--- src/rtl/wb_stage_skid.sv ---
// wb_stage_skid: multi-lane MEM->WB pipeline register with a 2-entry skid buffer.
// Handshake: a transfer happens on a rising clk edge where valid & ready are both 1.
//   The producer holds in_* stable while in_valid & ~in_ready. The stage holds out_*
//   stable while out_valid & ~out_ready. in_ready comes straight from a flop and does
//   not depend on out_ready.
// Lane write enables are qualified when a bundle is loaded. This covers r0 suppression
// and same-register collisions, where the younger (higher-index) lane wins.
// Optional feature: define WB_RETIRE_CNT_EN to add the retire_cnt output and its counter.
module wb_stage_skid #(
    parameter int                DATA_W   = 32,
    parameter int                REG_AW   = 5,
    parameter int                LANES    = 2,
    parameter logic [DATA_W-1:0] RESET_PC = 32'hbfc00000
) (
    input  logic                     clk,
    input  logic                     reset,
    input  logic                     flush,
    input  logic                     in_valid,
    output logic                     in_ready,
    input  logic [LANES-1:0]         in_lane_valid,
    input  logic [LANES*DATA_W-1:0]  in_pc,
    input  logic [LANES*DATA_W-1:0]  in_result,
    input  logic [LANES*REG_AW-1:0]  in_wreg,
    input  logic [LANES-1:0]         in_regwrite,
    input  logic                     in_hilo_we,
    input  logic [63:0]              in_hilo,
    input  logic                     in_cp0_we,
    output logic                     out_valid,
    input  logic                     out_ready,
    output logic [LANES*DATA_W-1:0]  out_pc,
    output logic [LANES*DATA_W-1:0]  out_result,
    output logic [LANES*REG_AW-1:0]  out_wreg,
    output logic [LANES-1:0]         out_regwrite,
    output logic                     out_hilo_we,
    output logic [63:0]              out_hilo,
    output logic                     out_cp0_we,
    output logic [1:0]               dbg_state
`ifdef WB_RETIRE_CNT_EN
    ,
    output logic [31:0]              retire_cnt
`endif
);

    // Bit 0 of the state means MAIN is valid and bit 1 means SKID is valid.
    // Both valids are therefore plain flop outputs.
    typedef enum logic [1:0] {
        ST_EMPTY = 2'b00,
        ST_ONE   = 2'b01,
        ST_TWO   = 2'b11
    } state_t;

    typedef struct packed {
        logic [LANES-1:0]        lane_valid;
        logic [LANES*DATA_W-1:0] pc;
        logic [LANES*DATA_W-1:0] result;
        logic [LANES*REG_AW-1:0] wreg;
        logic [LANES-1:0]        regwrite;  // already qualified and collision-resolved
        logic                    hilo_we;
        logic [63:0]             hilo;
        logic                    cp0_we;
    } entry_t;

    state_t state, next_state;
    entry_t main_q, skid_q, in_entry, empty_entry;
    logic   ready_q;
    logic   in_fire, out_fire;
    logic   load_main_in, load_main_skid, load_skid_in, clear_main, clear_skid;

    assign in_fire  = in_valid & ready_q;
    assign out_fire = state[0] & out_ready;

    // Contents held by an empty or flushed entry.
    always_comb begin
        empty_entry            = '0;
        empty_entry.pc         = {LANES{RESET_PC}};
    end

    // Build the entry for the incoming bundle. Lane write enables are resolved here.
    always_comb begin
        logic [LANES-1:0] qual;
        logic [LANES-1:0] win;
        in_entry            = '0;
        in_entry.lane_valid = in_lane_valid;
        in_entry.pc         = in_pc;
        in_entry.result     = in_result;
        in_entry.wreg       = in_wreg;
        in_entry.hilo_we    = in_hilo_we;
        in_entry.hilo       = in_hilo;
        in_entry.cp0_we     = in_cp0_we;
        for (int i = 0; i < LANES; i++) begin
            qual[i] = in_lane_valid[i] & in_regwrite[i] &
                      (in_wreg[i*REG_AW +: REG_AW] != '0);
        end
        win = qual;
        for (int i = 0; i < LANES; i++) begin
            for (int j = i + 1; j < LANES; j++) begin
                if (qual[j] && (in_wreg[j*REG_AW +: REG_AW] == in_wreg[i*REG_AW +: REG_AW]))
                    win[i] = 1'b0;
            end
        end
        in_entry.regwrite = win;
    end

    // Next-state and entry-move decode for the skid FSM.
    always_comb begin
        next_state     = state;
        load_main_in   = 1'b0;
        load_main_skid = 1'b0;
        load_skid_in   = 1'b0;
        clear_main     = 1'b0;
        clear_skid     = 1'b0;
        case (state)
            ST_EMPTY: begin
                if (in_fire) begin
                    load_main_in = 1'b1;
                    next_state   = ST_ONE;
                end
            end
            ST_ONE: begin
                if (in_fire && out_fire) begin
                    load_main_in = 1'b1;
                end else if (in_fire) begin
                    load_skid_in = 1'b1;
                    next_state   = ST_TWO;
                end else if (out_fire) begin
                    clear_main   = 1'b1;
                    next_state   = ST_EMPTY;
                end
            end
            ST_TWO: begin
                if (out_fire) begin
                    load_main_skid = 1'b1;
                    clear_skid     = 1'b1;
                    next_state     = ST_ONE;
                end
            end
            default: begin
                clear_main = 1'b1;
                clear_skid = 1'b1;
                next_state = ST_EMPTY;
            end
        endcase
    end

    // State and storage registers. Reset and flush both empty the stage.
    always_ff @(posedge clk) begin
        if (reset || flush) begin
            state   <= ST_EMPTY;
            ready_q <= 1'b1;
            main_q  <= empty_entry;
            skid_q  <= empty_entry;
        end else begin
            state   <= next_state;
            ready_q <= ~next_state[1];
            if (load_main_in)        main_q <= in_entry;
            else if (load_main_skid) main_q <= skid_q;
            else if (clear_main)     main_q <= empty_entry;
            if (load_skid_in)        skid_q <= in_entry;
            else if (clear_skid)     skid_q <= empty_entry;
        end
    end

    assign in_ready     = ready_q;
    assign out_valid    = state[0];
    assign dbg_state    = state;
    assign out_pc       = main_q.pc;
    assign out_result   = main_q.result;
    assign out_wreg     = main_q.wreg;
    assign out_hilo     = main_q.hilo;
    assign out_regwrite = main_q.regwrite & {LANES{state[0]}};
    assign out_hilo_we  = state[0] & main_q.hilo_we & main_q.lane_valid[0];
    assign out_cp0_we   = state[0] & main_q.cp0_we & main_q.lane_valid[0];

`ifdef WB_RETIRE_CNT_EN
    logic [31:0] retire_cnt_q;

    function automatic logic [31:0] popcount(input logic [LANES-1:0] v);
        logic [31:0] n;
        n = '0;
        for (int i = 0; i < LANES; i++) n = n + {31'd0, v[i]};
        return n;
    endfunction

    // Retired-instruction counter. Flush does not clear it.
    always_ff @(posedge clk) begin
        if (reset)         retire_cnt_q <= '0;
        else if (out_fire) retire_cnt_q <= retire_cnt_q + popcount(main_q.lane_valid);
    end

    assign retire_cnt = retire_cnt_q;
`endif

endmodule

--- config.mk ---
export PLATFORM = sky130hd
export DESIGN_NAME = wb_stage_skid
export DESIGN_NICKNAME = d
export VERILOG_FILES = /design/src/rtl/wb_stage_skid.sv
export SDC_FILE = /design/constraint.sdc
export NUM_CORES = 1
export LEC_CHECK = 0
export BUFFER_PORTS_ARGS = -buffer_cell sky130_fd_sc_hd__buf_2
export CAP_MARGIN = 15
export CORE_MARGIN = 10
export CORE_UTILIZATION = 30
export DETAILED_ROUTE_END_ITERATION = 10
export GPL_ROUTABILITY_DRIVEN = 0
export PLACE_DENSITY = 0.51
export SLEW_MARGIN = 30
export SYNTH_ARGS = -nofsm -noshare
export SYNTH_HDL_FRONTEND = slang
export SYNTH_SLANG_ARGS = --single-unit
--- constraint.sdc ---
create_clock -name clk -period 2.5 [get_ports clk]
set_input_delay 0.25 -clock clk [delete_from_list [all_inputs] [get_ports clk]]
set_output_delay 0.25 -clock clk [all_outputs]
set_load 0.02 [all_outputs]
[Word level (Yosys, flattened, before mapping)]
Index checks and enable logic that the tools add are counted.
Cells by class
  equality and inequality tests: 7
  muxes and demuxes: 23
  bitwise operators: 12
  reduce and logical (&&, ||, !) cells: 11
Operators by type and width (number)
  $mux W207: 5
  $and A1 B1 Y1: 10
  $mux W2: 5
  $reduce_bool A5 Y1: 2
  $mux W1: 9
  $ne A2 B2 Y1 const B: 3
  $pmux W1 S2: 3
  $pmux W2 S3: 1
  $eq A5 B5 Y1: 1
  $reduce_and A4 Y1: 1
  $reduce_or A2 Y1: 2
  $ne A3 B3 Y1 const B: 1
  $reduce_bool A3 Y1: 1
  $and A2 B2 Y2: 1
  $eq A2 B1 Y1 const B: 1
  $eq A2 B2 Y1 const B: 1
  $logic_and A1 B1 Y1: 2
  $logic_not A2 Y1: 1
  $reduce_bool A2 Y1: 1
  $logic_or A1 B1 Y1: 1
  $not A1 Y1: 1
Storage, ports and cells
  register bits after elaboration: 417
  input port bits: 213
  output and inout bits: 210
  word-level logic and storage cells: 72

[Depth between registers and ports, before layout]
  depth in word-level cells: 8
  mapped depth: 11
  mapped depth without buffers: 7

[Worst setup path after synthesis]
No wires, ideal clock.
  path type: reg-to-reg
  start point: register state[0], in the netlist dbg_state[0]
  end point: register skid_q[66] in the netlist's numbering
  library setup time: 0.128 ns
  data arrival time: 2.035 ns
  data required time: 2.372 ns
  setup slack: 0.337 ns
  stages on the path, launching flop included: 11
  buffers on the path: 5
  path through: dfxtp_1 -> buf_2 -> inv_1 -> ha_1 -> buf_2 -> o311a_1 -> buf_4 -> buf_4 -> buf_4 -> a32oi_1 -> nor2_1
Between the ends
  word-level cells in the longest chain between the ends: 5
Ends and longest elaborated chain
  start: declaration: RTL line 63  | state_t state, next_state;
  start signal: assignment: RTL line 153  | state <= next_state;
  parallel branches: the longest is 5 deep, another holds $eq A2 B1 Y1
  end signal: assignment: RTL line 151  | skid_q <= empty_entry;
  end signal: assignment: RTL line 158  | if (load_skid_in) skid_q <= in_entry;
  end signal: assignment: RTL line 159  | else if (clear_skid) skid_q <= empty_entry;
  end: declaration: RTL line 64  | entry_t main_q, skid_q, in_entry, empty_entry;
Several ways; the timed one is not identified.
A chain may end at the register's enable or synchronous reset.

[Worst setup path in the final report]
  start point: register state[1], in the netlist dbg_state[1]
  end point: register main_q, in the netlist out_hilo[63]
Between the ends
  word-level cells in the longest chain between the ends: 4
Ends and longest elaborated chain
  $eq A2 B2 Y1 / $logic_not A2 Y1 (equally long branches): RTL line 112  | case (state)
  $reduce_or A2 Y1 (no source line) / $mux W1 (equally long branches)
  $pmux W1 S2 / $mux W207 (equally long branches): RTL line 112, 156
  $reduce_bool A3 Y1 (no source line) / $mux W207 (equally long branches)
  end signal: assignment: RTL line 150  | main_q <= empty_entry;
  end signal: assignment: RTL line 155  | if (load_main_in) main_q <= in_entry;
  end signal: assignment: RTL line 156  | else if (load_main_skid) main_q <= skid_q;
  end: declaration: RTL line 64
Several ways; a longest one is shown, not always the timed one.

==> flow_metrics.env <==
export IMPL_status="complete, no violations"
export IMPL_path_clk_slew_ns=0.06
export IMPL_r2r_setup_slack_ns=0.22
export IMPL_root_buffer="clkbuf_16"
export IMPL_r2r_cells=9
export IMPL_synthCells=1899
export IMPL_setup_tns_final_ns=0
export IMPL_chipHeight_um=266.2
export IMPL_wire_per_inst_um=19.94
export IMPL_syn_nets=2116
export IMPL_slew_headroom=0.4249
export IMPL_num_vias=15730
export IMPL_slew_violations=0
export IMPL_clkPwrFrac=0.425
export IMPL_grt_max_degree=117
export IMPL_fmaxAchievable_mhz=438.8
export IMPL_htreeDepth=2
export IMPL_yosys_warnings=0
export IMPL_r2r_start="dbg_state[1]"
export IMPL_top_layer="met5"
export IMPL_critical_path_buf_inv_count=4
export IMPL_regToRegEndpoint="out_hilo[63]"
export IMPL_hold_viol=0
export IMPL_wirelength_um=61330
export IMPL_setup_viol=0
export IMPL_cap_violations=0
export IMPL_slowest_delay_ns=0.40
export IMPL_yosysSeqAreaShare=0.4591
export IMPL_synth_seq_cells=417
export IMPL_startpoint="dbg_state[1]"
export IMPL_p_leak_nw=9.188
export IMPL_vias_per_cell=5.114
export IMPL_antenna_found_initial=7
export IMPL_cts_buffers=48
export IMPL_arrival_ns=2.79
export IMPL_power_switching_mw=4.419
export IMPL_ant_nets=0
export IMPL_fin_crit_sh=0.9116
export IMPL_skew_ns=0.01358
export IMPL_dieArea_um2=70860
export IMPL_cpLargestDelayFamily="buffers and inverters"
export IMPL_grt_pass1_vias=16030
export IMPL_crit_path_top_delay_cell="dfxtp_1"
export IMPL_cp_max_fo=33
export IMPL_peakVddDrop_mv=0.5486
export IMPL_syn_to_final_growth_pct=26.89
export IMPL_cp_cell_sequence="inv_1 -> ha_1 -> buf_4 -> o211ai_1 -> and3_4 -> buf_12 -> buf_4 -> a221oi_1 -> nor2_1"
export IMPL_clk_latency_ns=0.58
export IMPL_ys_types=42
export IMPL_multiInputGateArea_um2=7317
export IMPL_rsz0062_at_grt="false"
export IMPL_grt_pass1_wl_um=95160
export IMPL_layout_nets=2469
export IMPL_comb_power_share=0.148
export IMPL_dpl_cell_area_um2=19470
export IMPL_max_clock_path_buffers=3
export IMPL_first_pass_iters=5
export IMPL_seqCellArea_um2=8348
export IMPL_p_seq_frac=0.428
export IMPL_drc=0
export IMPL_cpMostUsedCell="buf_4"
export IMPL_gr_usage_all_layers=0.1646
export IMPL_cts_sinks=417
export IMPL_yosysTopAreaCellShare=0.4591
export IMPL_crit_cells=9
export IMPL_postSynthAreaPerCell_um2=9.575
export IMPL_io_buffers=422
export IMPL_rows=90
export IMPL_wl_met3_um=3964
export IMPL_p_sw_frac=0.2712
export IMPL_internal_power_mw=11.87
export IMPL_post_cts_setup_buffers=0
export IMPL_dp_hpwl_um=38440
export IMPL_critical_path_required_ns=3.01
export IMPL_nFillCells=5976
export IMPL_wl_met1_um=26380
export IMPL_end_kind="register"
export IMPL_yosys_top_cells_area="dfxtp_1 46%, a221oi_2 12%, buf_4 9.8%"
export IMPL_cp_start_kind="register"
export IMPL_period_minus_slack_ns=2.279
export IMPL_initialDrtViolationCount=1340
export IMPL_hold_path_class="in2reg"
export IMPL_worst_slew_pin_slew_ns=0.8617
export IMPL_synth_top_area_cell="dfxtp_1"
export IMPL_met2_wirelength_um=29470
export IMPL_pin_count=423
export IMPL_cts_tree="done"
export IMPL_power_density_nw_per_um2=706.1
export IMPL_crit_path_end="out_hilo[63]"
export IMPL_post_route_cell_area_um2=23070
export IMPL_setup_worst_path_class="reg2reg"
export IMPL_syn_area_um2=18180
export IMPL_die_w_um=266.2
export IMPL_start_util=0.3024
export IMPL_drive_above_1_share=0.3141
export IMPL_grt_ovfl_total=0
export IMPL_coreArea_um2=60130
==> layer usage <==
metal	track usage	up-vias
li1	-	7419
met1	0.2071	7690
met2	0.2742	509
met3	0.03958	102
met4	0.04864	6
met5	0	-
==> synth_stat cells, drive strengths merged <==
library cell  count
dfxtp           417
inv               5
nand3             4
o221ai            1
a22oi           188
nand2            23
o22ai            36
nand2b            1
o311a             3
nor3              1
and2              3
o211ai            1
xor2              3
ha                4
a2111o            1
o21bai            1
nor4              1
xnor2             2
a22o              1
a32oi             2
a221oi          188
o311ai            1
nand4             1
nor2            383
or2               2
a211oi            1
and3              6
a21oi            22
or3               2
o21ai           209
clkbuf           66
buf             320
==> per-stage QoR <==
stage,util,worst slack [ns],total power [mW],hold WS [ns],cells
3_3_place_gp,0.3238,0.1005,9.248,0.4472,2779
2_1_floorplan,-,0.3370,8.661,0.3942,1899
6_report,0.3837,0.2211,16.29,0.05442,3075
4_1_cts,0.3834,0.006446,16.50,0.01388,3070
3_5_place_dp,0.3238,0.01628,9.261,0.4561,2779
5_1_grt,0.3837,0.01415,16.98,0.03505,3075
==> flip-flops by register name, indices dropped and copies added (netlist names) <==
name        flops
out_pc         64
out_wreg       10
skid_q        207
dbg_state       2
main_q          5
in_ready        1
out_hilo       64
out_result     64
==> placed cells by master, fill, tap and decap left out, types with 2 or more instances in the layout <==
cell / netlist / final
a22oi_1: 188 / 188
clkinvlp_4: 0 / 2
buf_2: 60 / 422
a21oi_1: 22 / 22
nor2_2: 1 / 2
diode_2: 0 / 4
a221oi_1: 38 / 38
ha_1: 4 / 4
dfxtp_1: 417 / 417
nand2_1: 23 / 23
and3_4: 1 / 3
clkbuf_1: 66 / 16
a221oi_2: 150 / 150
and3_1: 5 / 3
xnor2_1: 2 / 2
a32oi_1: 2 / 2
nor2_1: 380 / 379
nor2_4: 2 / 3
buf_4: 238 / 43
xor2_1: 3 / 3
o21ai_0: 208 / 208
or3_1: 2 / 2
buf_12: 0 / 19
clkbuf_16: 0 / 50
inv_1: 5 / 5
clkinv_2: 0 / 6
clkbuf_8: 0 / 9
and2_1: 3 / 3
dlygate4sd3_1: 0 / 204
nand3_1: 2 / 2
o311a_1: 3 / 2
o22ai_1: 36 / 36
==> final cells by class <==
| class | instances | area share |
|---|---|---|
| Sequential cell | 417 | 0.3618 |
| Multi-Input combinational cell | 1092 | 0.3171 |
| Timing Repair Buffer | 688 | 0.2105 |
| Clock buffer | 75 | 0.06220 |
| Tap cell | 782 | 0.04241 |
| Clock inverter | 12 | 0.004718 |
| Inverter | 5 | 0.0008134 |
| Antenna cell | 4 | 0.0004338 |
==> worst min path at each step <==
stage / cells past startpoint / start / slack (ns) / end
floorplan: 2 / in_pc[22] / 0.39 / skid_q[164]
global placement: 2 / out_pc[61] / 0.45 / out_pc[61]
detailed placement: 2 / out_pc[56] / 0.46 / out_pc[56]
CTS: 3 / in_wreg[6] / 0.01 / skid_q[74]
global route: 3 / in_wreg[6] / 0.04 / skid_q[74]
finish: 3 / in_wreg[6] / 0.05 / skid_q[74]
==> tightest hold or removal path: stages <==
cell and delay [ns]:
buf_2 0.16, a22oi_1 0.10, nor2_1 0.08
==> power groups by stage <==
| stage | combinational, mW | sequential, mW | clock (mW) |
|---|---|---|---|
| 2_1_floorplan | 1.59 | 7.07 | 0 |
| 3_3_place_gp | 2.14 | 7.11 | 0 |
| 3_5_place_dp | 2.15 | 7.11 | 0 |
| 4_1_cts | 2.42 | 6.97 | 7.11 |
| 5_1_grt | 2.61 | 6.99 | 7.39 |
| 6_report | 2.41 | 6.97 | 6.92 |
==> cells by family (layout without fill, tap and decap cells) <==
| family | after synthesis | after routing | synth area share |
|---|---|---|---|
| AND/OR/NAND/NOR | 427 | 428 | 0.09248 |
| flip-flops | 417 | 417 | 0.4591 |
| AO/OA/AOI/OAI | 655 | 655 | 0.3023 |
| XOR/XNOR | 5 | 5 | 0.002409 |
| other | 0 | 4 | 0 |
| buffers and inverters | 391 | 780 | 0.1410 |
| adder cells (fa/ha/maj) | 4 | 4 | 0.002752 |
==> timing repair <==
action	CTS	global route
endpoints found under the hold margin	400	0
setup endpoints to repair	0	114
gates resized for setup	0	0
hold buffers	204	0
Power figures use the tool's default switching activity.
